[config.mk]
export PLATFORM = sky130hd
export DESIGN_NAME = scaler_channel_scheduler
export DESIGN_NICKNAME = d
export VERILOG_FILES = /design/src/rtl/scaler_channel_scheduler_pkg.sv /design/src/rtl/scaler_channel_scheduler_rr_arbiter.sv /design/src/rtl/scaler_channel_scheduler.sv
export SDC_FILE = /design/constraint.sdc
export NUM_CORES = 1
export LEC_CHECK = 0
export BUFFER_PORTS_ARGS = -buffer_cell sky130_fd_sc_hd__buf_2
export CAP_MARGIN = 20
export CELL_PAD_IN_SITES_DETAIL_PLACEMENT = 1
export CELL_PAD_IN_SITES_GLOBAL_PLACEMENT = 2
export CORE_MARGIN = 2
export CORE_UTILIZATION = 33
export CTS_CLUSTER_DIAMETER = 100
export DETAILED_ROUTE_END_ITERATION = 10
export GPL_TIMING_DRIVEN = 0
export PLACE_DENSITY = 0.95
export SYNTH_ARGS = -nofsm -noshare
export SYNTH_HDL_FRONTEND = slang
export SYNTH_SLANG_ARGS = --single-unit
[constraint.sdc]
create_clock -name clk -period 5.7 [get_ports clk]
set_input_delay 1.14 -clock clk [delete_from_list [all_inputs] [get_ports clk]]
set_output_delay 1.14 -clock clk [all_outputs]
set_load 0.01 [all_outputs]
[src/rtl/scaler_channel_scheduler_pkg.sv]
// Shared instrument parameters and helpers for the scaler channel scheduler.
package scaler_channel_scheduler_pkg;

  localparam int unsigned N_CH    = 13;
  localparam int unsigned DW      = 12;
  localparam int unsigned CH_W    = 4;
  localparam int unsigned SCL_LAT = 4;

  // One tag entry rides alongside the scl_in register, then one per scaler edge,
  // so the final entry lines up with scl_out after edge E(SCL_LAT).
  localparam int unsigned TAG_DEPTH = SCL_LAT + 1;

  typedef struct packed {
    logic            valid;
    logic [CH_W-1:0] ch;
  } tag_t;

  function automatic logic [N_CH-1:0] ch_onehot(input logic [CH_W-1:0] ch);
    logic [N_CH-1:0] oh;
    oh     = '0;
    oh[ch] = 1'b1;
    return oh;
  endfunction

  function automatic logic [CH_W-1:0] ch_next(input logic [CH_W-1:0] ch);
    return (ch == CH_W'(N_CH - 1)) ? '0 : ch + 1'b1;
  endfunction

endpackage

[src/rtl/scaler_channel_scheduler_rr_arbiter.sv]
// Combinational round-robin arbiter: first eligible channel at or above ptr, wrapping.
module rr_arbiter
  import scaler_channel_scheduler_pkg::*;
#(
  parameter int unsigned N  = N_CH,
  parameter int unsigned IW = $clog2(N)
) (
  input  logic [N-1:0]  eligible,
  input  logic [IW-1:0] ptr,
  output logic [N-1:0]  grant,
  output logic [IW-1:0] index,
  output logic          any
);

  // Two passes: channels from ptr upward first, then wrap to the bottom.
  always_comb begin
    grant = '0;
    index = '0;
    any   = 1'b0;
    for (int unsigned i = 0; i < N; i++) begin
      if (!any && eligible[i] && (i >= 32'(ptr))) begin
        grant[i] = 1'b1;
        index    = IW'(i);
        any      = 1'b1;
      end
    end
    for (int unsigned i = 0; i < N; i++) begin
      if (!any && eligible[i]) begin
        grant[i] = 1'b1;
        index    = IW'(i);
        any      = 1'b1;
      end
    end
  end

endmodule

[src/rtl/scaler_channel_scheduler.sv]
// Time-shares one voltage_scaler across all measurement channels and banks the results.
module scaler_channel_scheduler
  import scaler_channel_scheduler_pkg::*;
(
  input  logic               clk,
  input  logic               rst,
  input  logic [N_CH-1:0]    req,
  input  logic [N_CH*DW-1:0] sample_flat,
  input  logic [N_CH-1:0]    ch_en,
  output logic [N_CH-1:0]    ack,
  output logic [DW-1:0]      scl_in,
  input  logic [DW-1:0]      scl_out,
  output logic [N_CH*DW-1:0] res_flat,
  output logic               res_valid,
  output logic [CH_W-1:0]    res_ch,
  output logic               frame_done
);

  logic [DW-1:0]   sample [N_CH];
  logic [DW-1:0]   bank_q [N_CH];
  logic [N_CH-1:0] eligible;
  logic [N_CH-1:0] grant;
  logic [CH_W-1:0] win;
  logic            any;
  logic [CH_W-1:0] ptr_q;
  tag_t            tag_q [TAG_DEPTH];
  tag_t            tag_last;
  logic [N_CH-1:0] updated_q;
  logic [N_CH-1:0] updated_next;
  logic            frame_complete;

  for (genvar k = 0; k < N_CH; k++) begin : g_ch
    assign sample[k]             = sample_flat[k*DW +: DW];
    assign res_flat[k*DW +: DW]  = bank_q[k];
  end

  // Last cycle's ack masks the winner so a requester gets a cycle to drop req.
  assign eligible = req & ch_en & ~ack;

  rr_arbiter #(
    .N  (N_CH),
    .IW (CH_W)
  ) u_rr_arbiter (
    .eligible (eligible),
    .ptr      (ptr_q),
    .grant    (grant),
    .index    (win),
    .any      (any)
  );

  // Grant stage: ack pulse, scaler input register and round-robin pointer.
  always_ff @(posedge clk) begin
    if (rst) begin
      ack    <= '0;
      scl_in <= '0;
      ptr_q  <= '0;
    end else begin
      ack <= grant;
      if (any) begin
        scl_in <= sample[win];
        ptr_q  <= ch_next(win);
      end
    end
  end

  // Tag pipeline carrying the channel index through the scaler latency.
  always_ff @(posedge clk) begin
    if (rst) begin
      for (int unsigned i = 0; i < TAG_DEPTH; i++) begin
        tag_q[i] <= '0;
      end
    end else begin
      tag_q[0] <= tag_t'{valid: any, ch: win};
      for (int unsigned i = 1; i < TAG_DEPTH; i++) begin
        tag_q[i] <= tag_q[i-1];
      end
    end
  end

  assign tag_last       = tag_q[TAG_DEPTH-1];
  assign updated_next   = updated_q | ch_onehot(tag_last.ch);
  // Uses the live enable mask, so disabled channels drop out of the check at once.
  assign frame_complete = tag_last.valid && (ch_en != '0) && ((updated_next & ch_en) == ch_en);

  // Writeback into the result bank plus frame-refresh tracking.
  always_ff @(posedge clk) begin
    if (rst) begin
      for (int unsigned i = 0; i < N_CH; i++) begin
        bank_q[i] <= '0;
      end
      res_valid  <= 1'b0;
      res_ch     <= '0;
      frame_done <= 1'b0;
      updated_q  <= '0;
    end else begin
      res_valid  <= tag_last.valid;
      frame_done <= frame_complete;
      if (tag_last.valid) begin
        bank_q[tag_last.ch] <= scl_out;
        res_ch              <= tag_last.ch;
        updated_q           <= frame_complete ? '0 : updated_next;
      end
    end
  end

endmodule

==> results_dict.tcl <==
set metrics [dict create \
    timing.slew.headroom_pct 45.9 \
    drt_wl_total_mm 40.8 \
    ys_seq_area_share_pct 58.2 \
    clk_pin_slew_ps 60 \
    crit_end "scl_in[1]" \
    synth.cell_area_sq_um 10600 \
    critPathRequiredTime_ps 6160 \
    max_stage_delay_ps 640 \
    peakVddDrop_mv 0.166 \
    drt_iter0_markers 527 \
    grt_use_total_pct 23.5 \
    setup_violations 0 \
    r2r_slack_ps 1970 \
    slew_violations 0 \
    cap_violations 0 \
    cpMaxStageDelayCell "nor3_1" \
    nets 1579 \
    die_area_sq_um 33500 \
    startpoint "ch_en[0]" \
    p_leak_nw 6.22 \
    outcome "finished, final reports clean" \
    core_area_sq_um 31600 \
    syn-num-nets 1160 \
    synthArstFlopShare_pct 0 \
    period_share_pct 72.2 \
    rr_startpoint "ack[2]" \
    hp-class "reg -> reg" \
    max_freq_ghz 0.243 \
    ys_ff_latch 229 \
    cp.depth 12 \
    synthFlopType "edfxtp_1" \
    tritoncts "built" \
    hold_viol 0 \
    hold_slack_ps 433 \
    clockRootBuffer "clkbuf_16" \
    clock_latency_ps 540 \
    ys.warnings.count 0 \
    fp.dieH_microns 183 \
    final_common_cell "buf_2" \
    crit_type "in -> reg" \
    worstMarginPinSlew_ps 811 \
    cellPowerDensity_nw_per_um2 363 \
    place_inst 1755 \
    critPathMostFrequentCell "buf_2" \
    ctsHoldBuffers 0 \
    worstPathArrival_ps 4580 \
    dpl.hpwl_mm 32.5 \
    htree_levels 1 \
    synthCells 962 \
    cp-end-kind "flop" \
    crit_fanout 10 \
    startpoint_type "primary input" \
    synth.distinct_cells 61 \
    cts_resized 0 \
    gp_congestion 0.919 \
    firstDrtPassIters 5 \
    avgSynthCellArea_sq_um 11.0 \
    cts_buffer_depth 3 \
    num_vias 9320 \
    reg2reg_to "scl_in[2]" \
    critical-path-top-delay-family "simple AND/OR/NAND/NOR gates" \
    cts_buffers 26 \
    routedWlPerCell_microns 22.7 \
    drc_errors 0 \
    path_cells "buf_2, nand3b_2, nand4_1, or3_1, clkbuf_1, nor3_1, a32oi_1, o211ai_2, a31oi_1, buf_2, a22oi_1, a41o_1" \
    rows 65 \
    layout-drive-gt1-share_pct 33.6 \
    area_growth_pct 31.8 \
    first_global_vias 9831 \
    ant_nets 0 \
    setup_tns_ps 0 \
    synth_edf_count 156 \
    cts.sinks 229 \
    rsz0062_at_grt "false" \
    cts_setup_buffers 0 \
    antenna_found_initial 3 \
    finalClockSkew_ps 25.8 \
    initial_core_util_pct 33.5 \
    io_pins 383 \
    worst-path-buf-inv 3 \
    grt_pass1_wl_mm 60.0 \
    final_cells 1801 \
    worstRegToRegCells 11 \
    viasPerCell 5.17 \
    port_buffers 382 \
    period_needed_ps 4110 \
    die_x_microns 183 \
    grt_max_degree 15 \
    layout_common_cells "buf_2 (392), and2_1 (172), edfxtp_1 (156), nand2_1 (90), dfxtp_1 (73)" \
    grt_overflow_total 0 \
]
## power by group
part	switching (mW)	internal, mW
Sequential	0.0574	1.88
Combinational	0.899	0.522
Clock	0.677	1.02
Total	1.63	3.42
## layout make-up
cell class	count	area, sq um
sequential	229	6150
buffer	66	324
fill	3609	17600
tap	402	503
clock inverter	8	121
inverter	9	33.8
clock buffer	36	754
multi-input combinational	658	4060
timing repair buffer	391	1970
antenna	2	5.00
## worst register-to-register path: cells and delay by family, from the launching register on
family	cells	cell delay, ps
AOI/OAI and AO/OA	3	1110
buffers and inverters	2	720
DFF	1	300
and+or+nand+nor	6	1470
## cells in the mapped netlist (all sizes together) (2+ instances only)
master	number	area share (%)
a211oi	5	0.36
a21oi	63	3.0
a22oi	14	0.99
a31oi	25	1.5
a32oi	2	0.17
a41o	12	1.1
a41oi	2	0.24
and2	173	10
and3	6	0.36
and3b	7	0.58
buf	20	1.4
clkbuf	46	1.6
dfxtp	73	14
edfxtp	156	44
ha	2	0.24
inv	9	0.32
mux2i	40	3.8
nand2	91	3.3
nand2b	9	0.53
nand3	7	0.45
nand3b	16	1.2
nand4	6	0.36
nor2	59	2.1
nor2b	26	1.5
nor3	12	0.57
nor3b	4	0.28
nor4	7	0.41
o2111ai	2	0.17
o211ai	4	0.38
o21a	2	0.14
o21ai	18	0.85
o221ai	13	1.1
o31a	2	0.17
o31ai	4	0.28
o41ai	2	0.17
or2	7	0.41
or3	3	0.18
or4	2	0.14
## worst min path at each step
stage                       startpoint           end  slack [ps]  cells past startpoint
after floorplan            tag_q[0][5]  tag_q[0][10]         410                      1
after global placement     tag_q[0][7]  tag_q[0][12]         420                      1
after detailed placement  tag_q[0][10]  tag_q[0][15]         420                      1
after CTS                 tag_q[0][16]  tag_q[0][21]         430                      1
after global routing      tag_q[0][17]  tag_q[0][22]         450                      1
final                     tag_q[0][10]  tag_q[0][15]         430                      1
## registers in the layout (all words and copies together) (netlist names)
register / flops
ack: 13
bank_q: 156
frame_done: 1
ptr_q: 4
res_ch: 4
res_valid: 1
scl_in: 12
tag_q: 25
updated_q: 13
## per-stage QoR
stage	power, mW	area [sq um]	setup slack, ps	utilization [%]
5_1_grt	5.28	13900	1410	44.1
4_1_cts	5.10	13900	1630	44.1
2_1_floorplan	2.83	10600	1980	-
3_5_place_dp	3.39	13000	1090	41.3
3_3_place_gp	3.36	13000	1130	41.1
6_report	5.05	13900	1590	44.1
## kinds of logic after synthesis
kind of cell             count (synthesis)  share of synthesized area, %
AO/OA/AOI/OAI                          177                          11.3
adder cells (fa/ha/maj)                  2                         0.237
buffers and inverters                   75                          3.39
flip-flops                             229                          58.2
multiplexers                            40                          3.79
AND/OR/NAND/NOR                        439                          23.1
## per-layer routing
layer	GRT usage, %	share of wire [%]	vias to the layer above
li1	-	-	4291
met1	25.6	37	4581
met2	45.4	53	398
met3	5.36	7.6	48
met4	6.37	2.2	2
met5	0	0.032	-
Note: power is estimated with default switching activity, not from simulation.
